===== src/rtl/song_menu_fsm.sv =====
// Song-select menu with per-song high-score table for the game front end.
// Walks a cursor over the song list, launches a game and keeps each song's best score.
module song_menu_fsm #(
   parameter int NUM_SONGS  = 4,
   parameter int SEL_W      = 2,
   parameter int SCORE_W    = 18,
   parameter int ASCII_W    = 48,
   parameter int WRAP       = 0,
   parameter int RESULT_CYC = 65000000
) (
   input  logic               clk,
   input  logic               reset,
   input  logic               up,
   input  logic               down,
   input  logic               enter,
   input  logic               done,
   input  logic [SCORE_W-1:0] binaryIn,
   input  logic [ASCII_W-1:0] asciiIn,
   output logic [1:0]         menuState,
   output logic [SEL_W-1:0]   cursor,
   output logic [SEL_W-1:0]   song,
   output logic               resetComp,
   output logic [ASCII_W-1:0] highScore,
   output logic               newRecord
);

   typedef enum logic [1:0] {
      ST_MENU   = 2'd0,
      ST_PLAY   = 2'd1,
      ST_RESULT = 2'd2
   } state_t;

   localparam int               TIMER_W    = (RESULT_CYC > 1) ? $clog2(RESULT_CYC) : 1;
   localparam logic [TIMER_W-1:0] TIMER_LOAD = TIMER_W'(RESULT_CYC - 1);
   localparam logic [SEL_W-1:0]   LAST_IDX   = SEL_W'(NUM_SONGS - 1);
   localparam logic [ASCII_W-1:0] ASCII_ZERO = {(ASCII_W/8){8'h30}};

   state_t               state_q, state_d;
   logic [SEL_W-1:0]     cursor_q, cursor_d;
   logic [SEL_W-1:0]     song_q, song_d;
   logic                 reset_comp_q, reset_comp_d;
   logic                 new_record_q, new_record_d;
   logic [TIMER_W-1:0]   timer_q, timer_d;
   logic                 up_q, down_q, enter_q;
   logic                 wr_en;
   logic [SEL_W-1:0]     disp_idx;
   logic [ASCII_W-1:0]   high_score_q;

   logic [SCORE_W-1:0]   score_bin_q [NUM_SONGS];
   logic [ASCII_W-1:0]   score_asc_q [NUM_SONGS];

   logic up_rise, down_rise, enter_rise;

   assign up_rise    = up    & ~up_q;
   assign down_rise  = down  & ~down_q;
   assign enter_rise = enter & ~enter_q;

   // NOTE: every signal driven here gets a default first so no path leaves it unassigned (no latches).
   always_comb begin
      state_d      = state_q;
      cursor_d     = cursor_q;
      song_d       = song_q;
      reset_comp_d = 1'b0;
      new_record_d = new_record_q;
      timer_d      = timer_q;
      wr_en        = 1'b0;

      case (state_q)
         ST_MENU: begin
            if (enter_rise) begin
               song_d       = cursor_q;
               reset_comp_d = 1'b1;
               new_record_d = 1'b0;
               state_d      = ST_PLAY;
            end else if (down_rise && !up_rise) begin
               if (cursor_q == LAST_IDX) cursor_d = (WRAP != 0) ? '0 : cursor_q;
               else                      cursor_d = cursor_q + SEL_W'(1);
            end else if (up_rise && !down_rise) begin
               if (cursor_q == '0) cursor_d = (WRAP != 0) ? LAST_IDX : cursor_q;
               else                cursor_d = cursor_q - SEL_W'(1);
            end
         end

         ST_PLAY: begin
            if (done) begin
               state_d = ST_RESULT;
               timer_d = TIMER_LOAD;
               // Strictly greater: ties keep the earlier entry, and 0 can never beat the reset value.
               if (binaryIn > score_bin_q[song_q]) begin
                  wr_en        = 1'b1;
                  new_record_d = 1'b1;
               end
            end
         end

         ST_RESULT: begin
            if (timer_q == '0 || enter_rise) begin
               state_d      = ST_MENU;
               new_record_d = 1'b0;
               cursor_d     = song_q;
            end else begin
               timer_d = timer_q - TIMER_W'(1);
            end
         end

         default: state_d = ST_MENU;
      endcase
   end

   assign disp_idx = (state_q == ST_MENU) ? cursor_q : song_q;

   // NOTE: sequential state uses non-blocking assignments so all registers update from pre-edge values.
   always_ff @(posedge clk) begin
      if (reset) begin
         state_q      <= ST_MENU;
         cursor_q     <= '0;
         song_q       <= '0;
         reset_comp_q <= 1'b0;
         new_record_q <= 1'b0;
         timer_q      <= '0;
         up_q         <= 1'b0;
         down_q       <= 1'b0;
         enter_q      <= 1'b0;
         high_score_q <= ASCII_ZERO;
         // NOTE: the score table is deliberately reset; it is small and reset must clear every record.
         for (int i = 0; i < NUM_SONGS; i++) begin
            score_bin_q[i] <= '0;
            score_asc_q[i] <= ASCII_ZERO;
         end
      end else begin
         state_q      <= state_d;
         cursor_q     <= cursor_d;
         song_q       <= song_d;
         reset_comp_q <= reset_comp_d;
         new_record_q <= new_record_d;
         timer_q      <= timer_d;
         up_q         <= up;
         down_q       <= down;
         enter_q      <= enter;
         high_score_q <= score_asc_q[disp_idx];
         if (wr_en) begin
            score_bin_q[song_q] <= binaryIn;
            score_asc_q[song_q] <= asciiIn;
         end
      end
   end

   assign menuState = state_q;
   assign cursor    = cursor_q;
   assign song      = song_q;
   assign resetComp = reset_comp_q;
   assign highScore = high_score_q;
   assign newRecord = new_record_q;

endmodule


===== config.mk =====
export PLATFORM = sky130hd
export DESIGN_NAME = song_menu_fsm
export DESIGN_NICKNAME = d
export VERILOG_FILES = /design/src/rtl/song_menu_fsm.sv
export SDC_FILE = /design/constraint.sdc
export NUM_CORES = 1
export LEC_CHECK = 0
export CORE_ASPECT_RATIO = 1.5
export CORE_MARGIN = 3
export CORE_UTILIZATION = 40
export CTS_CLUSTER_DIAMETER = 150
export DETAILED_ROUTE_END_ITERATION = 7
export SLEW_MARGIN = 30
export SYNTH_ARGS = -nofsm -noshare
export SYNTH_HDL_FRONTEND = slang
export SYNTH_SLANG_ARGS = --single-unit

===== constraint.sdc =====
create_clock -name clk -period 10.4 [get_ports clk]
set_input_delay 1.56 -clock clk [delete_from_list [all_inputs] [get_ports clk]]
set_output_delay 1.56 -clock clk [all_outputs]
set_load 0.02 [all_outputs]

---- Word-level counts from Yosys, hierarchy flattened ----
Memory sizes are Yosys's and may differ from the RTL's. A register that Yosys moved wholly into a read port is not among the register bits.
Index checks and enable logic that the tools add are counted.
operators by class
  add/sub/neg operators ................... 3
  eq/ne operators ......................... 12
  reduce and logical (&&, ||, !) cells .... 19
  bitwise logic cells ..................... 7
  multiplexer cells ....................... 37
  magnitude comparators ................... 1
operators with widths
  cell                                                                   count
  26-bit 2-to-1 mux                                                      2
  26-bit one-hot mux with 2 select lines                                 1
  48-bit 2-to-1 mux                                                      1
  48-bit OR reduction                                                    1
  2-bit 2-to-1 mux                                                       14
  26-bit logical NOT                                                     1
  26-bit by 1-bit subtractor with 26-bit output (second input constant)  1
  18-bit > comparator                                                    1
  18-bit 2-to-1 mux                                                      1
  18-bit OR reduction                                                    1
  1-bit 2-to-1 mux                                                       15
  2-bit inequality test (second input constant)                          6
  3-bit inequality test (second input constant)                          3
  2-bit one-hot mux with 3 select lines                                  1
  3-bit AND reduction                                                    2
  6-bit AND reduction                                                    1
  5-bit AND reduction                                                    1
  2-bit equality test (second input constant)                            2
  2-bit logical NOT                                                      2
  1-bit NOT                                                              4
  2-bit one-hot mux with 2 select lines                                  1
  2-bit nonzero test                                                     2
  1-bit bitwise AND                                                      3
  1-bit one-hot mux with 3 select lines                                  1
  9 further kinds                                                        11
word-level totals
  bits in registers ....................... 37
  input port bits ......................... 72
  memories ................................ 2
  output and inout bits ................... 56
  bits in writable memories ............... 264
memories
  memory       depth  bits a word  read ports  clocked after Yosys merged registers in  wr ports  line  source
  score_asc_q  4      48           1           1                                        4         50    logic [ASCII_W-1:0] score_asc_q [NUM_SONGS];
  score_bin_q  4      18           1           1                                        4         49    logic [SCORE_W-1:0] score_bin_q [NUM_SONGS];

---- Longest topological paths before layout ----
  word-level depth ........................ 9
  mapped depth ............................ 13

---- Worst setup path after synthesis ----
Ideal clock, no wire load.
  kind .................................... input-to-reg
  start point ............................. input port binaryIn[17]
  end point ............................... memory score_asc_q[3][0] (enable)
  setup slack ............................. 2.074 ns
  data arrival time ....................... 7.745 ns
  required time ........................... 9.819 ns
  cell stages on the path ................. 8
  path through ............................ ha_1 > nand4_1 > nor4_1 > inv_1 > o21a_1 > a211o_1 > clkbuf_1 > o21ai_0
RTL lines
  item             line  source
  start, declared  17    input logic [SCORE_W-1:0] binaryIn,
  end, declared    50

==> results.toml <==
[status]
outcome = "complete, no violations"

[pwr]
clkPwrFrac_pct = 40.3
swShare_pct = 23.7
netSwitchingPower_mw = 0.776
p_leak_nw = 6.05
internal-power_mw = 2.50
combPwrFrac_pct = 11.2
total_power_mw = 3.28
p_per_area_nw_per_um2 = 185
p_seq_share_pct = 48.6
vdd_drop_max_v = 0.000114

[clock_tree]
cts_root_buf = "clkbuf_16"
cts_made_buffers = 35
cts.path.max_buffers = 3
clock_sinks = 351
clock_latency_ns = 0.53
h-tree-depth = 2
hold_buffers = 0
cts_resized = 0
clkTransAtPathRegs_ns = 0.06
tritoncts = "done"
cts_setup_buffers = 0

[critical_path]
worst_setup_path_end_kind = "flop"
reg2reg_depth = 11
crit_top_cell = "buf_4"
slowest_stage = "o21ai_0"
worst-setup-path-type = "input pin to flop"
r2r_end = "score_asc_q[2][29]$_SDFFCE_PN1P_"
critPathMaxFanout = 67
crit_end = "score_asc_q[2][29]$_SDFFCE_PN1P_"
cp.required_ns = 10.55
start_kind = "input pin"
setup.worst_path.start = "binaryIn[17]"
max_stage_delay_ns = 0.74
crit_path_cell_trace = "clkdlybuf4s50_1 -> ha_1 -> nand4_1 -> nor4_1 -> inv_1 -> o21ai_0 -> o21ai_4 -> buf_4 -> nand2_4 -> buf_4"
critical_path_arrival_ns = 5.66
rrSetupSlack_ns = 5.01

[drt]
ant_nets = 0
drtIter0Drc = 586
drt-wirelength-per-cell_um = 20.1
vias_per_cell = 5.16
drt_wl_total_mm = 34.4
route.detailed.drc = 0
dr.pass1.iters = 5
vias = 8814

[synth]
yosysWarnings = 0
synth_area_per_cell_um2 = 13.5
netlist_area_um2 = 14800
synthCells = 1096
ys_async_sr_fraction_pct = 0
synth_seq_cells = 351
synth_fp_nets = 1188
synth_edf_count = 264
synth_top_area_share_pct = 53.6
synth.area.top_cells = "edfxtp_1, dfxtp_1, mux4_2"
synth_top_area_cell = "edfxtp_1"
synth.distinct_cells = 60
synth_ff_type = "edfxtp_1"
ys_seq_area_share_pct = 65.4

[timing]
worstMarginPinSlew_ns = 0.957
final.setup_skew_ns = 0.0143
finalHoldViolations = 0
setup_viol = 0
timing.final.crit_share_pct = 53.0
setup-tns-final_ns = 0
max_freq_ghz = 0.181
fin_crit_ns = 5.51
rsz0062_at_grt = "no"
relSlewSlack_pct = 36.1
holdWs_ns = 0.534
maxSlewViolCount = 0

[finish]
antennaDiodeCount = 0
fin_nets = 1297
drive_gt1_share_pct = 14.5
multi_input_area_um2 = 4820
area_growth_pct = 20.1
ff_latch_area_um2 = 9670
nFillCells = 3187
stdcell_count = 1709

[placement]
dp.cells = 1646
io_buffer_count = 127
dpl.hpwl_mm = 19.8
routabilityCongestion = 0.860

[floorplanning]
die_area_um2 = 39300
core_um2 = 36200
die_h_um = 241
ioPinCount = 128
dieWidth_um = 163
rows = 85
start_util_pct = 40.9

[global_routing]
antenna_found_initial = 0
grt-ovfl-total = 0
grt_max_degree = 92
grt_pass1_vias = 9288
grt_pass1_wl_mm = 53.1
grt_util_all_layers_pct = 17.7

[worst_hold_path]
min_path_type = "flop to flop"

[flow_run]
drv_cap = 0
==> routing by layer <==
layer,global-route usage [%],vias to the layer above,wire (um)
li1,-,4158,-
met1,21.2,4430,13800
met3,2.69,53,1320
met4,5.87,0,929
met2,32.4,173,18400
met5,0,-,0
==> cells by family (layout without fill, tap and decap cells) <==
group                      after synthesis  count (layout)  synth area share (%)
and+or+nand+nor                        475             475                  15.5
DFF                                    351             351                  65.4
buffers and inverters                   94             229                  2.60
muxes                                   70              70                  10.3
AOI/OAI and AO/OA                       61              61                  2.97
xor gates and xnor gates                25              25                  1.48
adders and majority gates               20              20                  1.69
==> layout make-up <==
| class | instances | share of cell area (%) |
|---|---|---|
| Clock buffer | 41 | 5.36 |
| Tap cell | 478 | 3.37 |
| Sequential cell | 351 | 54.5 |
| Clock inverter | 22 | 1.37 |
| Inverter | 26 | 0.557 |
| Multi-Input combinational cell | 651 | 27.2 |
| Timing Repair Buffer | 140 | 7.73 |
==> power by group through the flow <==
stage	Sequential, mW	Clock (mW)	Combinational [mW]
2_1_floorplan	1.64	0	0.221
3_3_place_gp	1.62	0	0.371
3_5_place_dp	1.62	0	0.372
4_1_cts	1.59	1.35	0.374
5_1_grt	1.60	1.40	0.398
6_report	1.59	1.32	0.366
==> layout by cell type (no fill, tap or decap), types with 6 or more instances in the layout <==
| cell type | instances |
|---|---|
| edfxtp_1 | 264 |
| nor2_1 | 237 |
| clkdlybuf4s50_1 | 126 |
| dfxtp_1 | 87 |
| nand2_1 | 71 |
| mux4_2 | 66 |
| or3_1 | 54 |
| and2_1 | 39 |
| clkbuf_16 | 37 |
| inv_1 | 25 |
| a21oi_1 | 21 |
| xnor2_1 | 21 |
| ha_1 | 20 |
| or2_2 | 14 |
| nor3_1 | 13 |
| o21ai_0 | 12 |
| buf_4 | 11 |
| clkinv_2 | 9 |
| nor4_1 | 7 |
| nor2b_1 | 6 |
==> state kept, by name (all words and copies together) (netlist names), 2 cells and up, named ones only <==
register,count
score_asc_q,192
score_bin_q,72
highScore,48
timer_q,26
cursor,2
menuState,2
song,2
==> synth_stat cells (5+ instances only) <==
| library cell | number |
|---|---|
| a211oi_1 | 5 |
| a21oi_1 | 21 |
| and2_1 | 39 |
| buf_1 | 19 |
| buf_2 | 10 |
| clkbuf_1 | 36 |
| dfxtp_1 | 87 |
| edfxtp_1 | 264 |
| ha_1 | 20 |
| inv_1 | 25 |
| mux4_2 | 66 |
| nand2_1 | 74 |
| nor2_1 | 237 |
| nor2b_1 | 6 |
| nor3_1 | 13 |
| nor4_1 | 7 |
| o21ai_0 | 16 |
| or2_2 | 14 |
| or3_1 | 54 |
| xnor2_1 | 21 |
==> critical path, delay by kind of cell <==
kind,cells,cell delay [ns]
adders and majority gates,1,0.33
and+or+nand+nor,3,1.24
buffers and inverters,4,1.66
AOI/OAI and AO/OA,2,0.79
==> how the worst min path moves through the flow <==
stage | from | end | slack [ns] | cells past startpoint
finish | newRecord$_SDFFE_PP0P_ | newRecord$_SDFFE_PP0P_ | 0.53 | 1
global route | newRecord$_SDFFE_PP0P_ | newRecord$_SDFFE_PP0P_ | 0.55 | 1
CTS | timer_q[11]$_SDFFE_PP0P_ | timer_q[11]$_SDFFE_PP0P_ | 0.54 | 2
detailed placement | timer_q[10]$_SDFFE_PP0P_ | timer_q[10]$_SDFFE_PP0P_ | 0.52 | 2
global placement | newRecord$_SDFFE_PP0P_ | newRecord$_SDFFE_PP0P_ | 0.50 | 1
floorplan | timer_q[10]$_SDFFE_PP0P_ | timer_q[10]$_SDFFE_PP0P_ | 0.49 | 2
==> metrics by stage <==
stage | instance area, um^2 | worst slack, ns | utilization, %
2_1_floorplan | 14800 | 2.07 | -
3_3_place_gp | 16500 | 4.47 | 45.8
3_5_place_dp | 16600 | 4.38 | 45.8
4_1_cts | 17800 | 4.91 | 49.1
5_1_grt | 17800 | 4.78 | 49.1
6_report | 17800 | 4.89 | 49.1
No activity file was read; power rests on OpenSTA's default activity.
